--- src/rtl/prism_shift_fifo.sv ---
// prism_shift_fifo: serial shifter plus circular word FIFO between the PRISM FSM and the CPU bus.
//   RX (mode=0): shift strobes assemble serial_in bits into words that are pushed into the FIFO.
//                The CPU pops the words through cpu_rd / cpu_rdata.
//   TX (mode=1): the CPU pushes words with cpu_wr. The shifter loads the FIFO head and serialises it
//                onto serial_out.
// Ports:
//   clk, rst_n           clock, asynchronous active-low reset
//   enable, shift        shift qualifier and one-bit-per-cycle strobe
//   clear                synchronous flush of the FIFO, the shifter and the sticky flags
//   mode, msb_first      direction select and bit order
//   serial_in/out        serial data
//   word_done            one-cycle pulse after the shifter completes a word
//   cpu_wr/wdata         CPU push (TX only)
//   cpu_rd/rdata         CPU pop (RX only); rdata is the FIFO head, 0 when empty
//   thresh, irq          level threshold and interrupt
//   level, full, empty   FIFO occupancy
//   overflow, underrun   sticky error flags
module prism_shift_fifo #(
    parameter int unsigned WIDTH      = 8,
    parameter int unsigned DEPTH      = 4,
    parameter logic        IDLE_LEVEL = 1'b1,
    localparam int unsigned LW        = $clog2(DEPTH + 1)
) (
    input  logic             clk,
    input  logic             rst_n,
    input  logic             enable,
    input  logic             clear,
    input  logic             mode,
    input  logic             msb_first,
    input  logic             shift,
    input  logic             serial_in,
    output logic             serial_out,
    output logic             word_done,
    input  logic             cpu_wr,
    input  logic [WIDTH-1:0] cpu_wdata,
    input  logic             cpu_rd,
    output logic [WIDTH-1:0] cpu_rdata,
    input  logic [LW-1:0]    thresh,
    output logic [LW-1:0]    level,
    output logic             full,
    output logic             empty,
    output logic             overflow,
    output logic             underrun,
    output logic             irq
);

    localparam int unsigned PW = $clog2(DEPTH);
    localparam int unsigned BW = $clog2(WIDTH);

    logic [WIDTH-1:0] mem [DEPTH];

    logic             mode_q;
    logic [PW-1:0]    wr_ptr, wr_ptr_d, rd_ptr, rd_ptr_d;
    logic [LW-1:0]    level_q, level_d;
    logic [BW-1:0]    bit_cnt, bit_cnt_d;
    logic [WIDTH-1:0] shreg, shreg_d;
    logic             tx_loaded, tx_loaded_d;
    logic             word_done_q, word_done_d;
    logic             overflow_q, overflow_d;
    logic             underrun_q, underrun_d;

    logic             flush, shift_en, last_bit, fifo_empty, fifo_full, tx_load;
    logic             push_req, pop_req, push_ok, pop_ok, mem_we;
    logic [WIDTH-1:0] push_data, rx_shifted, tx_shifted;

    // Datapath helpers and FIFO handshake decisions
    always_comb begin
        flush      = clear | (mode != mode_q);
        shift_en   = enable & shift;
        last_bit   = (bit_cnt == BW'(WIDTH - 1));
        fifo_empty = (level_q == '0);
        fifo_full  = (level_q == LW'(DEPTH));
        rx_shifted = msb_first ? {shreg[WIDTH-2:0], serial_in} : {serial_in, shreg[WIDTH-1:1]};
        tx_shifted = msb_first ? {shreg[WIDTH-2:0], 1'b0} : {1'b0, shreg[WIDTH-1:1]};
        // Head load is a shifter action, so it is frozen along with shifting when enable is low
        tx_load    = mode_q & enable & ~tx_loaded & ~fifo_empty;
        push_req   = mode_q ? cpu_wr : (shift_en & last_bit);
        push_data  = mode_q ? cpu_wdata : rx_shifted;
        pop_req    = mode_q ? tx_load : cpu_rd;
        pop_ok     = pop_req & ~fifo_empty;
        // A simultaneous pop frees the slot, so a push at full still lands
        push_ok    = push_req & (~fifo_full | pop_ok);
        mem_we     = ~flush & push_ok;
    end

    // Next-state logic
    always_comb begin
        wr_ptr_d    = wr_ptr;
        rd_ptr_d    = rd_ptr;
        level_d     = level_q;
        bit_cnt_d   = bit_cnt;
        shreg_d     = shreg;
        tx_loaded_d = tx_loaded;
        word_done_d = 1'b0;
        overflow_d  = overflow_q;
        underrun_d  = underrun_q;
        if (flush) begin
            wr_ptr_d    = '0;
            rd_ptr_d    = '0;
            level_d     = '0;
            bit_cnt_d   = '0;
            shreg_d     = '0;
            tx_loaded_d = 1'b0;
            overflow_d  = 1'b0;
            underrun_d  = 1'b0;
        end else begin
            if (push_ok) wr_ptr_d = (wr_ptr == PW'(DEPTH - 1)) ? '0 : wr_ptr + PW'(1);
            if (pop_ok)  rd_ptr_d = (rd_ptr == PW'(DEPTH - 1)) ? '0 : rd_ptr + PW'(1);
            case ({push_ok, pop_ok})
                2'b10:   level_d = level_q + LW'(1);
                2'b01:   level_d = level_q - LW'(1);
                default: level_d = level_q;
            endcase
            if (push_req & ~push_ok) overflow_d = 1'b1;
            if (!mode_q) begin
                if (shift_en) begin
                    shreg_d     = rx_shifted;
                    bit_cnt_d   = last_bit ? '0 : bit_cnt + BW'(1);
                    word_done_d = last_bit;
                end
            end else begin
                if (tx_load) begin
                    shreg_d     = mem[rd_ptr];
                    tx_loaded_d = 1'b1;
                    bit_cnt_d   = '0;
                end else if (shift_en & tx_loaded) begin
                    shreg_d   = tx_shifted;
                    bit_cnt_d = last_bit ? '0 : bit_cnt + BW'(1);
                    if (last_bit) begin
                        tx_loaded_d = 1'b0;
                        word_done_d = 1'b1;
                    end
                end
                if (shift_en & ~tx_loaded) underrun_d = 1'b1;
            end
        end
    end

    // State registers
    always_ff @(posedge clk or negedge rst_n) begin
        if (!rst_n) begin
            mode_q      <= 1'b0;
            wr_ptr      <= '0;
            rd_ptr      <= '0;
            level_q     <= '0;
            bit_cnt     <= '0;
            shreg       <= '0;
            tx_loaded   <= 1'b0;
            word_done_q <= 1'b0;
            overflow_q  <= 1'b0;
            underrun_q  <= 1'b0;
        end else begin
            mode_q      <= mode;
            wr_ptr      <= wr_ptr_d;
            rd_ptr      <= rd_ptr_d;
            level_q     <= level_d;
            bit_cnt     <= bit_cnt_d;
            shreg       <= shreg_d;
            tx_loaded   <= tx_loaded_d;
            word_done_q <= word_done_d;
            overflow_q  <= overflow_d;
            underrun_q  <= underrun_d;
        end
    end

    // FIFO storage; contents are qualified by level, so no reset is needed
    always_ff @(posedge clk) begin
        if (mem_we) mem[wr_ptr] <= push_data;
    end

    // Outputs
    always_comb begin
        serial_out = tx_loaded ? (msb_first ? shreg[WIDTH-1] : shreg[0]) : IDLE_LEVEL;
        cpu_rdata  = fifo_empty ? '0 : mem[rd_ptr];
        word_done  = word_done_q;
        level      = level_q;
        full       = fifo_full;
        empty      = fifo_empty;
        overflow   = overflow_q;
        underrun   = underrun_q;
        irq        = (mode_q ? (level_q <= thresh) : (level_q >= thresh)) | overflow_q | underrun_q;
    end

endmodule

--- config.mk ---
export PLATFORM = sky130hd
export DESIGN_NAME = prism_shift_fifo
export DESIGN_NICKNAME = d
export VERILOG_FILES = /design/src/rtl/prism_shift_fifo.sv
export SDC_FILE = /design/constraint.sdc
export NUM_CORES = 1
export LEC_CHECK = 0
export ABC_AREA = 0
export CAP_MARGIN = 20
export CORE_ASPECT_RATIO = 1.2
export CORE_MARGIN = 8
export CORE_UTILIZATION = 41
export DETAILED_ROUTE_END_ITERATION = 16
export GPL_ROUTABILITY_DRIVEN = 0
export PLACE_DENSITY_LB_ADDON = 0.05
export SETUP_SLACK_MARGIN = 0.1
export SYNTH_ARGS = -nofsm -noshare
export SYNTH_HDL_FRONTEND = slang
export SYNTH_SLANG_ARGS = --single-unit
--- constraint.sdc ---
create_clock -name clk -period 6.5 [get_ports clk]
set_clock_uncertainty 0.05 [all_clocks]
set_input_delay 0.65 -clock clk [delete_from_list [all_inputs] [get_ports clk]]
set_output_delay 0.65 -clock clk [all_outputs]
set_load 0.1 [all_outputs]
# Yosys cells after proc, flatten, opt, wreduce, memory -nomap -nowiden

Memory sizes are Yosys's and may differ from the RTL's.
Cells that the tools add are included.
W data, S select, Z words.

Memories: 1
Logic and storage cells: 105
Register bits after elaboration: 23
Memory bits (writable): 32
Input port bits: 21
Output and inout port bits: 18

Multiplexer cells: 46
Order comparisons: 2
Reduce and logical (&&, ||, !) cells: 13
Bitwise gates (word level): 20
Add/sub/neg operators: 5
Eq/ne operators: 8

Memory list:

| memory | depth | bits a word | read ports | clocked after Yosys merged registers in | wr ports | line | text |
|---|---|---|---|---|---|---|---|
| mem    | 4     | 8           | 1          | 0                                       | 1        | 50   | `logic [WIDTH-1:0] mem [DEPTH];` |

Operators with widths:

| cell                  | number |
|---|---|
| $mux W8               | 9 |
| $mux W1               | 23 |
| $mux W3               | 7 |
| $mux W2               | 6 |
| $reduce_bool A3 Y1    | 4 |
| $and A1 B1 Y1         | 11 |
| $reduce_bool A2 Y1    | 5 |
| $add A3 B1 Y3 const B | 2 |
| $eq A2 B2 Y1 const B  | 3 |
| $eq A3 B3 Y1 const B  | 2 |
| $pmux W3 S2           | 1 |
| $not A1 Y1            | 5 |
| $add A2 B1 Y2 const B | 2 |
| $ne A4 B1 Y1 const B  | 1 |
| $or A1 B1 Y1          | 4 |
| $reduce_and A2 Y1     | 2 |
| $ge A3 B3 Y1          | 1 |
| $le A3 B3 Y1          | 1 |
| $logic_not A3 Y1      | 1 |
| $reduce_and A3 Y1     | 1 |
| $sub A3 B1 Y3 const B | 1 |
| $eq A2 B1 Y1 const B  | 1 |
| $ne A1 B1 Y1          | 1 |

# Depth between registers and ports, before layout

Gate-level depths: netlist of the first run.

Word-level depth: 11
Gate-level depth with buffers: 10

# Worst setup path after synthesis of the first run

No wires, ideal clock.

Kind: reg-to-reg
From: register level_q[2], in the netlist level[2]
To: memory mem[0][0], enable pin
Setup slack: 1,512 ps
Data arrival time: 4,658 ps
Period minus slack after synthesis: 4,988 ps
Stages on the path, launching flop included: 4
Library setup time: 280 ps
Cell sequence: dfrtp_1 nor3b_1 a32oi_1 and3_1

RTL lines:

| element                       | line | text |
|---|---|---|
| start: declaration            | 54   | `logic [LW-1:0] level_q, level_d;` |
| start signal: assignment      | 156  | `level_q <= level_d;` |
| $eq A3 B3 Y1                  | 72   | `fifo_full = (level_q == LW'(DEPTH));` |
| via full                      | 40   | `output logic full,` |
| $not A1 Y1                    | 82   | `push_ok = push_req & (~fifo_full \| pop_ok);` |
| $or A1 B1 Y1                  | 82   |  |
| $and A1 B1 Y1                 | 82   |  |
| $and A1 B1 Y1                 | 83   | `mem_we = ~flush & push_ok;` |
| $mux W1                       | 168  | `if (mem_we) mem[wr_ptr] <= push_data;` |
| $mux W1 (implied by the code) | 168  |  |
| end: declaration              | 50   |  |

The timed path passes the listed nets, and every way through them passes these cells.

# Worst setup path after layout of the first run

From: input thresh[1]
To: output irq

Cells in the longest elaborated chain, start to end: 4

Ends and longest elaborated chain:

| element                                             | line | text |
|---|---|---|
| start: declaration                                  | 38   | `input logic [LW-1:0] thresh,` |
| $ge A3 B3 Y1 / $le A3 B3 Y1 (equally long branches) | 181  | `irq = (mode_q ? (level_q <= thresh) : (level_q >= thresh)) \| overflow_q \| underrun_q;` |
| $mux W1 (*)                                         | 181  |  |
| $or A1 B1 Y1 (*) (2 in series)                      | 181  |  |
| end: declaration                                    | 44   | `output logic irq` |

Every way passes the cells marked *; elsewhere a longest branch is shown, timed or not.

==> key figures, run 1 <==
Routing
  – Mean routed wirelength per cell: 18.8 um
  – Antenna-violating nets left: 0
  – Via count: 1829
  – Drt first pass iters: 4
  – DR iter-0 viols: 87
  – Routed vias/inst: 5.43
  – Drt total wl: 6330 um
  – DR DRC count: 0

Setup path
  – R2r setup slk: 3.98 ns
  – Cell Chain, Critical Path: clkdlybuf4s50_1 > inv_1 > ha_1 > nor2b_1 > o21ai_0 > nand3_1 > nand3b_1 > clkdlybuf4s50_1
  – Critical Path Max Stage Delay: 1.13 ns
  – Crit-path leading delay family: buffers and inverters
  – CP arrival: 3.11 ns
  – Critical Path Start Type: input pin
  – CP required: 5.80 ns
  – Slowest cell on the critical path: clkdlybuf4s50_1
  – Critical path class: in -> out
  – CP Buf/Inv Count: 3
  – Most frequent CP cell: clkdlybuf4s50_1
  – Crit. End Element: output port
  – Max FO, Critical Path: 2

Floorplan
  – Cell Rows: 33
  – Die X-Extent: 92.6 um
  – # IOs: 39
  – DIE AREA: 9980 um2
  – Initial Util: 42.3%
  – Core Footprint: 6810 um2
  – Vert. Die Dim: 108 um

Job
  – Max_cap viols: 0

GRT
  – First-pass GRT wire length: 10400 um
  – GRT overflow: 0
  – Pin count of the biggest net entering global routing: 24
  – Vias in the first global route: 1943
  – Initial antenna violation count: 0
  – Total global-route track usage: 13.4%

Finish
  – Design area: 3420 um2
  – Nets: 281
  – Diode count: 0
  – Post-Layout Cell Count: 337
  – Most frequent cells in the layout: clkdlybuf4s50_1, edfxtp_1, dfrtp_1
  – Register Area: 1540 um2
  – Commonest non-fill, non-tap cell in the layout: clkdlybuf4s50_1
  – Layout Area Growth over Synthesis: 18.7%
  – Layout fillers: 618
  – Layout cells sized above 1: 18.8%
  – Multi-input gate area: 1230 um2

STA
  – Final hold vios: 0
  – Min Tclk post-route: 3.81 ns
  – F_max: 0.262 GHz
  – Slew headroom: 34.5%
  – Slew @ Worst Pin: 0.979 ns
  – Minimum hold slack: 0.469 ns
  – RSZ-0062 raised after global routing: false
  – Final setup viols: 0
  – TNS Setup: 0 ns
  – Slew Limit Fails: 0
  – Final period utilization: 58.7%

CTS
  – Clk root buf: clkbuf_8
  – Worst skew pair latency: 0.31 ns
  – CTS resizes: 0
  – H-tree levels: 2
  – TritonCTS clock tree: done
  – Cts hold-fix bufs: 0
  – Clk sink count: 55
  – Clock-pin slew on the worst setup and hold paths: 0.11 ns
  – Clock buffer depth: 2
  – Post-CTS setup repair buffer count: 0
  – Num CTS Buffers: 5

Yosys
  – Ys async rst share: 41.8%
  – Synth Area in Compound Gates: 7.07%
  – Post-synthesis cell type count: 51
  – Main combinational cell family by area after synthesis: multiplexers
  – Mapped Avg Cell Area: 13.7 um2
  – Yosys top cell area share: 33.3%
  – Post-Synth Adder-Cell Area: 5.03%
  – Post-synthesis cell count: 210
  – Synthesized cell area: 2880 um2
  – Synthesis-stage register bit count: 55
  – Yosys warnings: 0
  – Post-synthesis mux area share: 18.4%
  – Number of synthesized flops with an enable pin: 32
  – Dominant cells by area after synthesis: edfxtp_1, dfrtp_1, mux2_2, mux4_2, mux2i_1
  – Synth Area in Simple Gates: 11.6%
  – Syn nets: 242
  – Register area share after synthesis: 53.3%
  – Primary FF master, synth: edfxtp_1
  – Biggest area consumer among synthesized cells: edfxtp_1
  – Post-Synth XOR/XNOR Area: 0.607%

Placed design
  – DP HPWL: 4540 um
  – Post-DP Area: 3320 um2
  – Placed cell count: 328
  – IO buf count: 38

Pwr
  – Power Density: 203 nW/um2
  – Leak pwr: 1.36 nW
  – Maximum VDD drop: 157 uV
  – Power Total: 0.000694 W

Hold path
  – Worst min path class: reg -> reg

Run status
  – Status: completed
## final cells by class
class                           count  share of cell area [%]
Sequential cell                    55                    44.9
Multi-Input combinational cell    134                    36.0
Clock buffer                        6                    2.41
Tap cell                           87                    3.18
Clock inverter                      2                   0.402
Timing Repair Buffer               42                    11.9
Inverter                           11                    1.21
## through the flow
step	util [%]	worst slack, ns
2_1_floorplan	-	1.51
3_3_place_gp	48.8	2.72
3_5_place_dp	48.8	2.68
4_1_cts	50.2	2.68
5_1_grt	50.2	2.57
6_report	50.2	2.69
## synth_stat cells, drive strengths merged, types with 2 or more instances
library cell	n
edfxtp	32
dfrtp	23
mux2	19
mux2i	13
inv	11
nor2b	11
ha	10
nand2	10
mux4	8
nor2	8
buf	6
o2bb2ai	6
nand3	5
and3	4
clkbuf	4
a21o	3
a31oi	3
nor3b	3
or2	3
a21oi	2
a221oi	2
a32o	2
nand3b	2
nand4	2
nor3	2
or3	2
## kinds of logic after synthesis
group | after synthesis
AND/OR/NAND/NOR | 56
flip-flops | 55
multiplexers | 40
AO/OA/AOI/OAI | 25
buffers and inverters | 21
adder cells (fa/ha/maj) | 11
XOR/XNOR | 2
## report_power, final
part           internal, W  leakage [nW]  switching, W
logic            0.0000412         0.695     0.0000726
registers         0.000375         0.609    0.00000539
clock network    0.0000874        0.0516      0.000112
## worst paths after layout
path,depth (start not counted),from,end
min in group asynchronous,2,rst_n,shreg[4]
worst max-delay path,8,thresh[1],irq
worst min-delay path,1,shreg[4],shreg[4]
max in group asynchronous,2,rst_n,shreg[2]
worst max register to register,5,bit_cnt[0],mem[0][3]
worst min register to register,1,shreg[4],shreg[4]
## routing by layer
metal | GRT usage [%] | share of wire (%)
met5 | 0 | 0
met4 | 3.11 | 0.69
met3 | 3.07 | 4.2
met2 | 23.2 | 49
met1 | 16.5 | 46
## flip-flops by register name (all words and copies together) (netlist names)
| signal | cells |
|---|---|
| rd_ptr | 2 |
| underrun | 1 |
| mem | 32 |
| mode_q | 1 |
| level | 3 |
| bit_cnt | 3 |
| word_done | 1 |
| shreg | 8 |
| wr_ptr | 2 |
| tx_loaded | 1 |
| overflow | 1 |
No activity file was read; power rests on OpenSTA's default activity.
==> run 2, diff against run 1 <==
Clock period 6.5 ns to 3.85 ns, I/O delays scaled along.
==> key figures, run 2 (synthesis results as in run 1) <==
CTS
  – Post-CTS setup repair buffer count: 0 (unchanged)
  – Clk sink count: 55 (unchanged)
  – Num CTS Buffers: 5 (unchanged)
  – CTS resizes: 0 (unchanged)
  – Worst skew pair latency: 0.31 ns (about the same)
  – TritonCTS clock tree: done
  – Clock buffer depth: 2 (unchanged)
  – H-tree levels: 2 (unchanged)
  – Clk root buf: clkbuf_8
  – Clock-pin slew on the worst setup and hold paths: 0.10 ns (about the same)
  – Cts hold-fix bufs: 0 (unchanged)

Setup path
  – Cell Chain, Critical Path: mux4_2 > nor2b_1 > clkdlybuf4s50_1
  – Number of cells on the worst reg-to-reg path: 9 (+4)
  – Slowest cell on the critical path: clkdlybuf4s50_1
  – Critical Path Start Type: flop
  – Critical path class: reg -> out
  – Crit-path leading delay family: buffers and inverters
  – Reg-to-reg critical path startpoint: level[1]
  – Crit. End Element: output port
  – Critical path origin: rd_ptr[0]
  – Max FO, Critical Path: 11 (+9)
  – CP Depth: 3 (-5)
  – CP Buf/Inv Count: 1 (-2)
  – CP required: 3.41 ns (-2.39 ns)
  – Critical Path Max Stage Delay: 1.00 ns (-0.13 ns)
  – CP arrival: 2.81 ns (-0.30 ns)

Pwr
  – Power Density: 342 nW/um2 (+69%)
  – Leak pwr: 1.37 nW (+0.99%)
  – Maximum VDD drop: 236 uV (+51%)

Routing
  – Drt total wl: 6400 um (+1.1%)
  – Via count: 1848 (+1.0%)
  – Mean routed wirelength per cell: 19.0 um (+1.1%)
  – Drt first pass iters: 4 (unchanged)
  – Antenna-violating nets left: 0 (unchanged)
  – DR iter-0 viols: 89 (+2.3%)
  – DR DRC count: 0 (unchanged)
  – Routed vias/inst: 5.48 (+1.0%)

Finish
  – Most frequent cells in the layout: edfxtp_1, clkdlybuf4s50_1, dfrtp_1
  – Layout Area Growth over Synthesis: 17.9%
  – Largest Register: mem
  – Commonest non-fill, non-tap cell in the layout: edfxtp_1
  – Number of flip-flops in the largest register: 32 (unchanged)
  – Layout cells sized above 1: 22.8% (+4.0 points)
  – Largest regs: mem: 32 flops, shreg: 8 flops
  – Design area: 3400 um2 (-0.66%)
  – Layout fillers: 621 (+0.49%)
  – Diode count: 0 (unchanged)
  – Nets: 281 (unchanged)

Run status
  – Status: completed

Floorplan
  – Die X-Extent: 92.6 um (unchanged)
  – Cell Rows: 33 (unchanged)
  – DIE AREA: 9980 um2 (unchanged)
  – Core Footprint: 6810 um2 (unchanged)
  – Vert. Die Dim: 108 um (unchanged)
  – # IOs: 39 (unchanged)
  – Initial Util: 42.3% (unchanged)

Placed design
  – Post-DP Area: 3310 um2 (-0.53%)
  – DP HPWL: 4680 um (+3.1%)
  – IO buf count: 38 (unchanged)

STA
  – Slew headroom: 35.2% (+0.67 points)
  – Min Tclk post-route: 3.24 ns
  – Slew @ Worst Pin: 0.969 ns (-0.0100 ns)
  – F_max: 0.308 GHz
  – Minimum hold slack: 0.378 ns (-0.0907 ns)
  – Slew Limit Fails: 0 (unchanged)
  – TNS Setup: 0 ns (unchanged)
  – Final period utilization: 84.2%
  – Final setup viols: 0 (unchanged)
  – Final hold vios: 0 (unchanged)
  – RSZ-0062 raised after global routing: false

GRT
  – Pin count of the biggest net entering global routing: 24 (unchanged)
  – Vias in the first global route: 1919 (-1.2%)
  – Initial antenna violation count: 0 (unchanged)
  – Total global-route track usage: 13.6% (+0.20 points)
  – GRT overflow: 0 (unchanged)
  – First-pass GRT wire length: 10400 um (about the same)

Hold path
  – Worst min path class: in -> async

Job
  – Max_cap viols: 0 (unchanged)
## run 2: cell types whose count changed in the layout (fill, tap and decap cells not counted), sizes merged
cell / change
buf: +9
clkdlybuf4s50: -9
clkinv: +1
clkbuf: -1
## run 2: path summary, 6_finish.rpt
kind	to	slack [ns]
max	cpu_rdata[4]	0.61
min reg2reg	shreg[0]	0.47
max in group asynchronous	bit_cnt[1]	3.12
min	level[0]	0.38
min in group clk	shreg[0]	0.47
max reg2reg	level[2]	1.20
## run 2: metrics by stage
stage / utilization, % / power, W / instances / setup WS [ns]
floorplan: - / 0.000786 / 210 / 0.0160
global placement: 48.5 / 0.000847 / 328 / 0.943
detailed placement: 48.5 / 0.000847 / 328 / 0.915
CTS: 49.9 / 0.00118 / 336 / 0.550
global route: 49.9 / 0.00121 / 337 / 0.448
finish: 49.9 / 0.00116 / 337 / 0.608
## run 2: final cells by class
class / count / area (um2) / share of cell area, %
well taps: 87 / 109 / 3.20
clock inverters: 3 / 22.5 / 0.662
flip-flops and latches: 55 / 1540 / 45.2
inverters: 11 / 41.3 / 1.21
repair buffers: 42 / 384 / 11.3
multi-input cells: 134 / 1240 / 36.4
clock buffers: 5 / 68.8 / 2.02
## run 2: layer usage
metal	part of all wire, %	up-vias	global-route usage [%]
met3	5.5	6	3.28
met1	45	926	17.0
li1	-	866	-
met4	1.2	0	4.96
met5	0	-	0
met2	48	50	22.3
## run 2: worst reg2reg max path: cells and delay by family, from the launching register on
kind | cells | cell delay (ns)
adder cells (fa/ha/maj) | 1 | 0.36
AND/OR/NAND/NOR | 3 | 0.69
flip-flops | 1 | 0.49
multiplexers | 2 | 0.41
AO/OA/AOI/OAI | 1 | 0.22
buffers and inverters | 2 | 0.36
## run 2: report_power, final
group / switching [W] / total (W) / internal (W)
Clock: 0.000198 / 0.000329 / 0.000131
Combinational: 0.000122 / 0.000190 / 0.0000676
Sequential: 0.00000953 / 0.000643 / 0.000633
Total: 0.000330 / 0.00116 / 0.000832
==> run 3, diff against run 2 <==
Clock period 3.85 ns to 3.3 ns, I/O delays scaled along.
==> key figures, run 3 (synthesis results as in run 1) <==
Routing
  – DR DRC count: 0 (unchanged)
  – Routed vias/inst: 5.32 (-2.9%)
  – DR iter-0 viols: 51 (-43%)
  – Mean routed wirelength per cell: 18.7 um (-1.3%)
  – Via count: 1799 (-2.7%)
  – Drt first pass iters: 4 (unchanged)
  – Antenna-violating nets left: 0 (unchanged)
  – Drt total wl: 6340 um (-1.0%)

CTS
  – Post-CTS setup repair buffer count: 0 (unchanged)
  – H-tree levels: 2 (unchanged)
  – CTS resizes: 0 (unchanged)
  – TritonCTS clock tree: done
  – Clock-pin slew on the worst setup and hold paths: 0.11 ns (about the same)
  – Num CTS Buffers: 5 (unchanged)
  – Clk root buf: clkbuf_8
  – Worst skew pair latency: 0.31 ns (about the same)
  – Clk sink count: 55 (unchanged)
  – Cts hold-fix bufs: 0 (unchanged)
  – Clock buffer depth: 2 (unchanged)

Pwr
  – Leak pwr: 1.38 nW (+0.98%)
  – Maximum VDD drop: 235 uV (-0.44%)
  – Power Density: 402 nW/um2 (+18%)

GRT
  – Vias in the first global route: 1971 (+2.7%)
  – Initial antenna violation count: 0 (unchanged)
  – GRT overflow: 0 (unchanged)
  – Total global-route track usage: 13.6% (-0.021 points)
  – First-pass GRT wire length: 10600 um (+2.0%)
  – Pin count of the biggest net entering global routing: 21 (-13%)

Setup path
  – Max FO, Critical Path: 11 (unchanged)
  – Crit. End Element: output port
  – Critical Path Start Type: flop
  – Critical Path Max Stage Delay: 0.74 ns (-0.26 ns)
  – CP required: 2.92 ns (-0.49 ns)
  – Slowest cell on the critical path: dfrtp_1
  – CP arrival: 2.15 ns (-0.66 ns)
  – Crit-path leading delay family: flip-flops
  – Critical path class: reg -> out
  – CP Buf/Inv Count: 1 (unchanged)
  – Cell Chain, Critical Path: mux4_1 > nor2b_2 > buf_4

Finish
  – Commonest non-fill, non-tap cell in the layout: edfxtp_1
  – Most frequent cells in the layout: edfxtp_1, clkdlybuf4s50_1, dfrtp_1
  – Post-Layout Cell Count: 338 (+0.30%)
  – Layout Area Growth over Synthesis: 18.9%
  – Largest Register: mem
  – Layout cells sized above 1: 27.1% (+4.3 points)
  – Number of flip-flops in the largest register: 32 (unchanged)
  – Diode count: 0 (unchanged)
  – Design area: 3430 um2 (+0.81%)
  – Layout fillers: 621 (unchanged)
  – Nets: 282 (+0.36%)
  – Largest regs: mem: 32 flops, shreg: 8 flops

STA
  – Slew headroom: 34.9% (-0.26 points)
  – Final hold vios: 0 (unchanged)
  – Slew @ Worst Pin: 0.973 ns (+0.00394 ns)
  – Final setup viols: 0 (unchanged)
  – Min Tclk post-route: 2.53 ns
  – RSZ-0062 raised after global routing: false
  – F_max: 0.395 GHz
  – Slew Limit Fails: 0 (unchanged)
  – Final period utilization: 76.7%
  – Minimum hold slack: 0.475 ns (+0.0974 ns)
  – TNS Setup: 0 ns (unchanged)

Hold path
  – Worst min path class: in -> async

Floorplan
  – Core Footprint: 6810 um2 (unchanged)
  – Cell Rows: 33 (unchanged)
  – Vert. Die Dim: 108 um (unchanged)
  – # IOs: 39 (unchanged)
  – Die X-Extent: 92.6 um (unchanged)
  – Initial Util: 42.3% (unchanged)
  – DIE AREA: 9980 um2 (unchanged)

Placed design
  – Placed cell count: 330 (+0.61%)
  – IO buf count: 38 (unchanged)
  – DP HPWL: 4680 um (about the same)
  – Post-DP Area: 3330 um2 (+0.76%)

Run status
  – Status: completed

Job
  – Max_cap viols: 0 (unchanged)
-- run 3: cell types whose count changed in the layout (fill, tap and decap cells not counted), moves of 3 or more --
| cell | delta |
|---|---|
| buf_4 | +5 |
| clkdlybuf4s50_1 | -3 |
| dfrtp_1 | -3 |
| dfrtp_2 | +3 |
| nor2b_1 | -3 |
| nor2b_2 | +3 |
-- run 3: area by class of cell --
type                            count  area (um2)  area share, %
Multi-Input combinational cell    134        1250           36.5
Clock buffer                        5        68.8           2.01
Tap cell                           87         109           3.18
Inverter                           11        41.3           1.20
Sequential cell                    55        1540           44.9
Timing Repair Buffer               43         388           11.3
Clock inverter                      3        28.8          0.839
-- run 3: worst paths after layout --
kind                            cells after the start  slack, ns      endpoint        from
worst max-delay path                                3       0.77  cpu_rdata[2]   rd_ptr[0]
worst min-delay path                                1       0.48      shreg[3]       rst_n
worst max register to register                      5       0.82     mem[3][1]  bit_cnt[0]
worst min register to register                      1       0.48      shreg[5]    shreg[5]
max in group asynchronous                           2       2.09      shreg[7]       rst_n
min in group clk                                    1       0.48      shreg[5]    shreg[5]
-- run 3: routing by layer --
| metal | GRT usage, % | up-vias | wire, um |
|---|---|---|---|
| li1 | - | 873 | - |
| met1 | 16.9 | 884 | 2920 |
| met2 | 23.2 | 38 | 3050 |
| met3 | 3.42 | 4 | 314 |
| met4 | 2.77 | 0 | 45 |
| met5 | 0 | - | 0 |
-- run 3: report_power, final --
part	total [W]	internal, W	switching [W]	leakage [nW]
Combinational	0.000225	0.0000805	0.000144	0.727
Clock	0.000404	0.000161	0.000243	0.0511
Sequential	0.000750	0.000739	0.0000113	0.604
Total	0.00138	0.000980	0.000398	1.38
-- run 3: stage by stage --
stage          setup slack, ns  utilization (%)  power, W
6_report                 0.770             50.3   0.00138
5_1_grt                  0.561             50.3   0.00144
4_1_cts                  0.706             50.3   0.00140
3_5_place_dp             0.530             48.9  0.000992
3_3_place_gp             0.564             48.9  0.000992
2_1_floorplan           0.0663                -  0.000919
==> patch, RTL diff (settings of run 1) <==
The parameter `IDLE_LEVEL` goes from 1'b1 to 1'b0.
--- a/src/rtl/prism_shift_fifo.sv
+++ b/src/rtl/prism_shift_fifo.sv
@@ -19,5 +19,5 @@
     parameter int unsigned WIDTH      = 8,
     parameter int unsigned DEPTH      = 4,
-    parameter logic        IDLE_LEVEL = 1'b1,
+    parameter logic        IDLE_LEVEL = 1'b0,
     localparam int unsigned LW        = $clog2(DEPTH + 1)
 ) (
Behaviour: not the same (Yosys sat finds a counterexample within 4 cycles, from zero or initial values and one cycle with rst_n low).
==> patch against run 1 <==
- sequential share of layout area is essentially flat
- sequential cell count did not move
- synthesized area down 0.65%
- total power increased by 3.7%
- via count fell by 0.93%
- setup slack lost 0.048 ns
- wire length shrank 1.8%
- cell count is 1.2% lower
- hold slack better by 0.0034 ns
- final area decreased by 0.11%
- combinational power is 4% lower
- non-clock buffer count fell by 2
- critical path type unchanged
- largest power group unchanged
==> patch: results (changes against run 1) <==
| Metric | Value |
|---|---|
| Synthesized Nets | `240 (was 242)` |
| Max IR drop VDD | `0.128 mV (was 0.157 mV)` |
| Crit path max fanout | `2 (unchanged)` |
| Crit path arrival time | `3.16 ns (was 3.11 ns)` |
| Post_cts resized | `0 (unchanged)` |
| Async SR Flop Fraction | `41.8% (unchanged)` |
| Cells after Synth | `208 (was 210)` |
| M2 GR Usage | `21.9% (was 23.2%)` |
| Detailed placement HPWL | `4.37 mm (was 4.54 mm)` |
| Initial antenna violation count | `0 (unchanged)` |
| Vias in the first global route | `1,851 (was 1,943)` |
| Commonest cells post-synth | `32 x edfxtp_1, 23 x dfrtp_1, 18 x mux2_2 (unchanged)` |
| Worst Hold Class | `flop to flop (unchanged)` |
| Inst Count DP | `325 (was 328)` |
| Share of post-route cells with drive strength above 1 | `17.9% (was 18.8%)` |
| Root Driver | `clkbuf_8 (unchanged)` |
| IO Port Bufs | `38 (unchanged)` |
| Routed wl met2 | `3.00 mm (was 3.12 mm)` |
| Placed Area | `3310 um^2 (was 3320 um^2)` |
| Biggest regs | `mem: 32 flops, shreg: 8 flops (unchanged)` |
| Outcome | `finished, final reports clean (unchanged)` |
| Max Used Layer | `met4 (unchanged)` |
| Synth Warn # | `0 (unchanged)` |
| Register with the most flip-flops | `mem (unchanged)` |
| Pre-CTS setup slack | `2.69 ns (was 2.68 ns)` |
| Routing usage on met3 | `3.49% (was 3.07%)` |
| Seq. cell area | `1540 um^2 (unchanged)` |
| Leak | `1.38 nW (was 1.36 nW)` |
| # diodes | `0 (unchanged)` |
| Met1 GRT Util | `16.6% (was 16.5%)` |
| Post-synth cell types | `46 (was 51)` |
| Slowest stage cell, crit path | `clkdlybuf4s50_1 (unchanged)` |
| Wire length of the first global-routing pass | `10.1 mm (was 10.4 mm)` |
| Main flop type after synthesis | `edfxtp_1 (unchanged)` |
| Initial DRT Pass Iterations | `4 (unchanged)` |
| Largest net degree at the start of global routing | `24 (unchanged)` |
| Delay-heaviest family, CP | `buffers and inverters (unchanged)` |
| Fill cells | `603 (was 618)` |
| Nets@finish | `277 (was 281)` |
| Final setup fails | `0 (unchanged)` |
| Starting DRT DRC Count | `108 (was 87)` |
| Drt total wl | `6.22 mm (was 6.33 mm)` |
| Met3 WL | `379 um (was 268 um)` |
| Sequential area share after synthesis | `53.6% (was 53.3%)` |
| Clk slew on worst S/H paths | `0.10 ns` |
| Switching Share | `26.5% (was 27.4%)` |
| GRT Overall Usage | `13.2% (was 13.4%)` |
| Finished Layout Cells | `333 (was 337)` |
| Via count | `1,812 (was 1,829)` |
| Leading post-synthesis cells by cell area | `edfxtp_1 34%, dfrtp_1 20%, mux2_2 7.1%, mux4_2 6.3%, mux2i_1 4.5% (was edfxtp_1 33%, dfrtp_1 20%, mux2_2 7.0%, mux4_2 5.5%, mux2i_1 4.5%)` |
| M1 WL | `2.79 mm (was 2.90 mm)` |
| Slew @ Worst Pin | `0.990 ns (was 0.979 ns)` |
| Skew-Pair Late Insertion Delay | `0.31 ns (about the same)` |
## patch: cell types whose count changed after synthesis, sizes merged, moves of 2 or more
cell,change
nand3,-2
o2bb2ai,+2
a32o,-2
and3,+2
inv,-2
## patch: final timing paths
| kind | cells past startpoint | to | slack, ns | start |
|---|---|---|---|---|
| min in group asynchronous | 2 | level[1] | 0.65 | rst_n |
| min reg2reg | 1 | shreg[5] | 0.47 | shreg[5] |
| max in group asynchronous | 2 | shreg[6] | 5.49 | rst_n |
| max | 8 | irq | 2.64 | thresh[1] |
| max reg2reg | 3 | mem[3][7] | 4.01 | mode_q |
| min | 1 | shreg[5] | 0.47 | shreg[5] |
## patch: power by group through the flow
stage	logic (mW)	registers (mW)	clock network [mW]
after detailed placement	0.111	0.388	0
after CTS	0.112	0.380	0.236
after floorplan	0.0722	0.391	0
after global routing	0.119	0.381	0.248
after global placement	0.110	0.388	0
final	0.110	0.380	0.230
## patch: logic make-up (layout without fill, tap and decap cells)
| kind of cell | after synthesis | after routing | share of synthesized area (%) |
|---|---|---|---|
| buffers and inverters | 19 | 57 | 3.36 |
| multiplexers | 40 | 40 | 18.4 |
| flip-flops | 55 | 55 | 53.6 |
| XOR/XNOR | 2 | 2 | 0.611 |
| AND/OR/NAND/NOR | 55 | 55 | 11.4 |
| AO/OA/AOI/OAI | 26 | 26 | 7.47 |
| adder cells (fa/ha/maj) | 11 | 11 | 5.07 |
## patch: final cells by class
cell class | count | area share [%]
clock buffers | 5 | 2.01
multi-input cells | 134 | 36.0
clock inverters | 3 | 1.28
well taps | 87 | 3.18
flip-flops and latches | 55 | 44.9
repair buffers | 40 | 11.6
inverters | 9 | 0.988
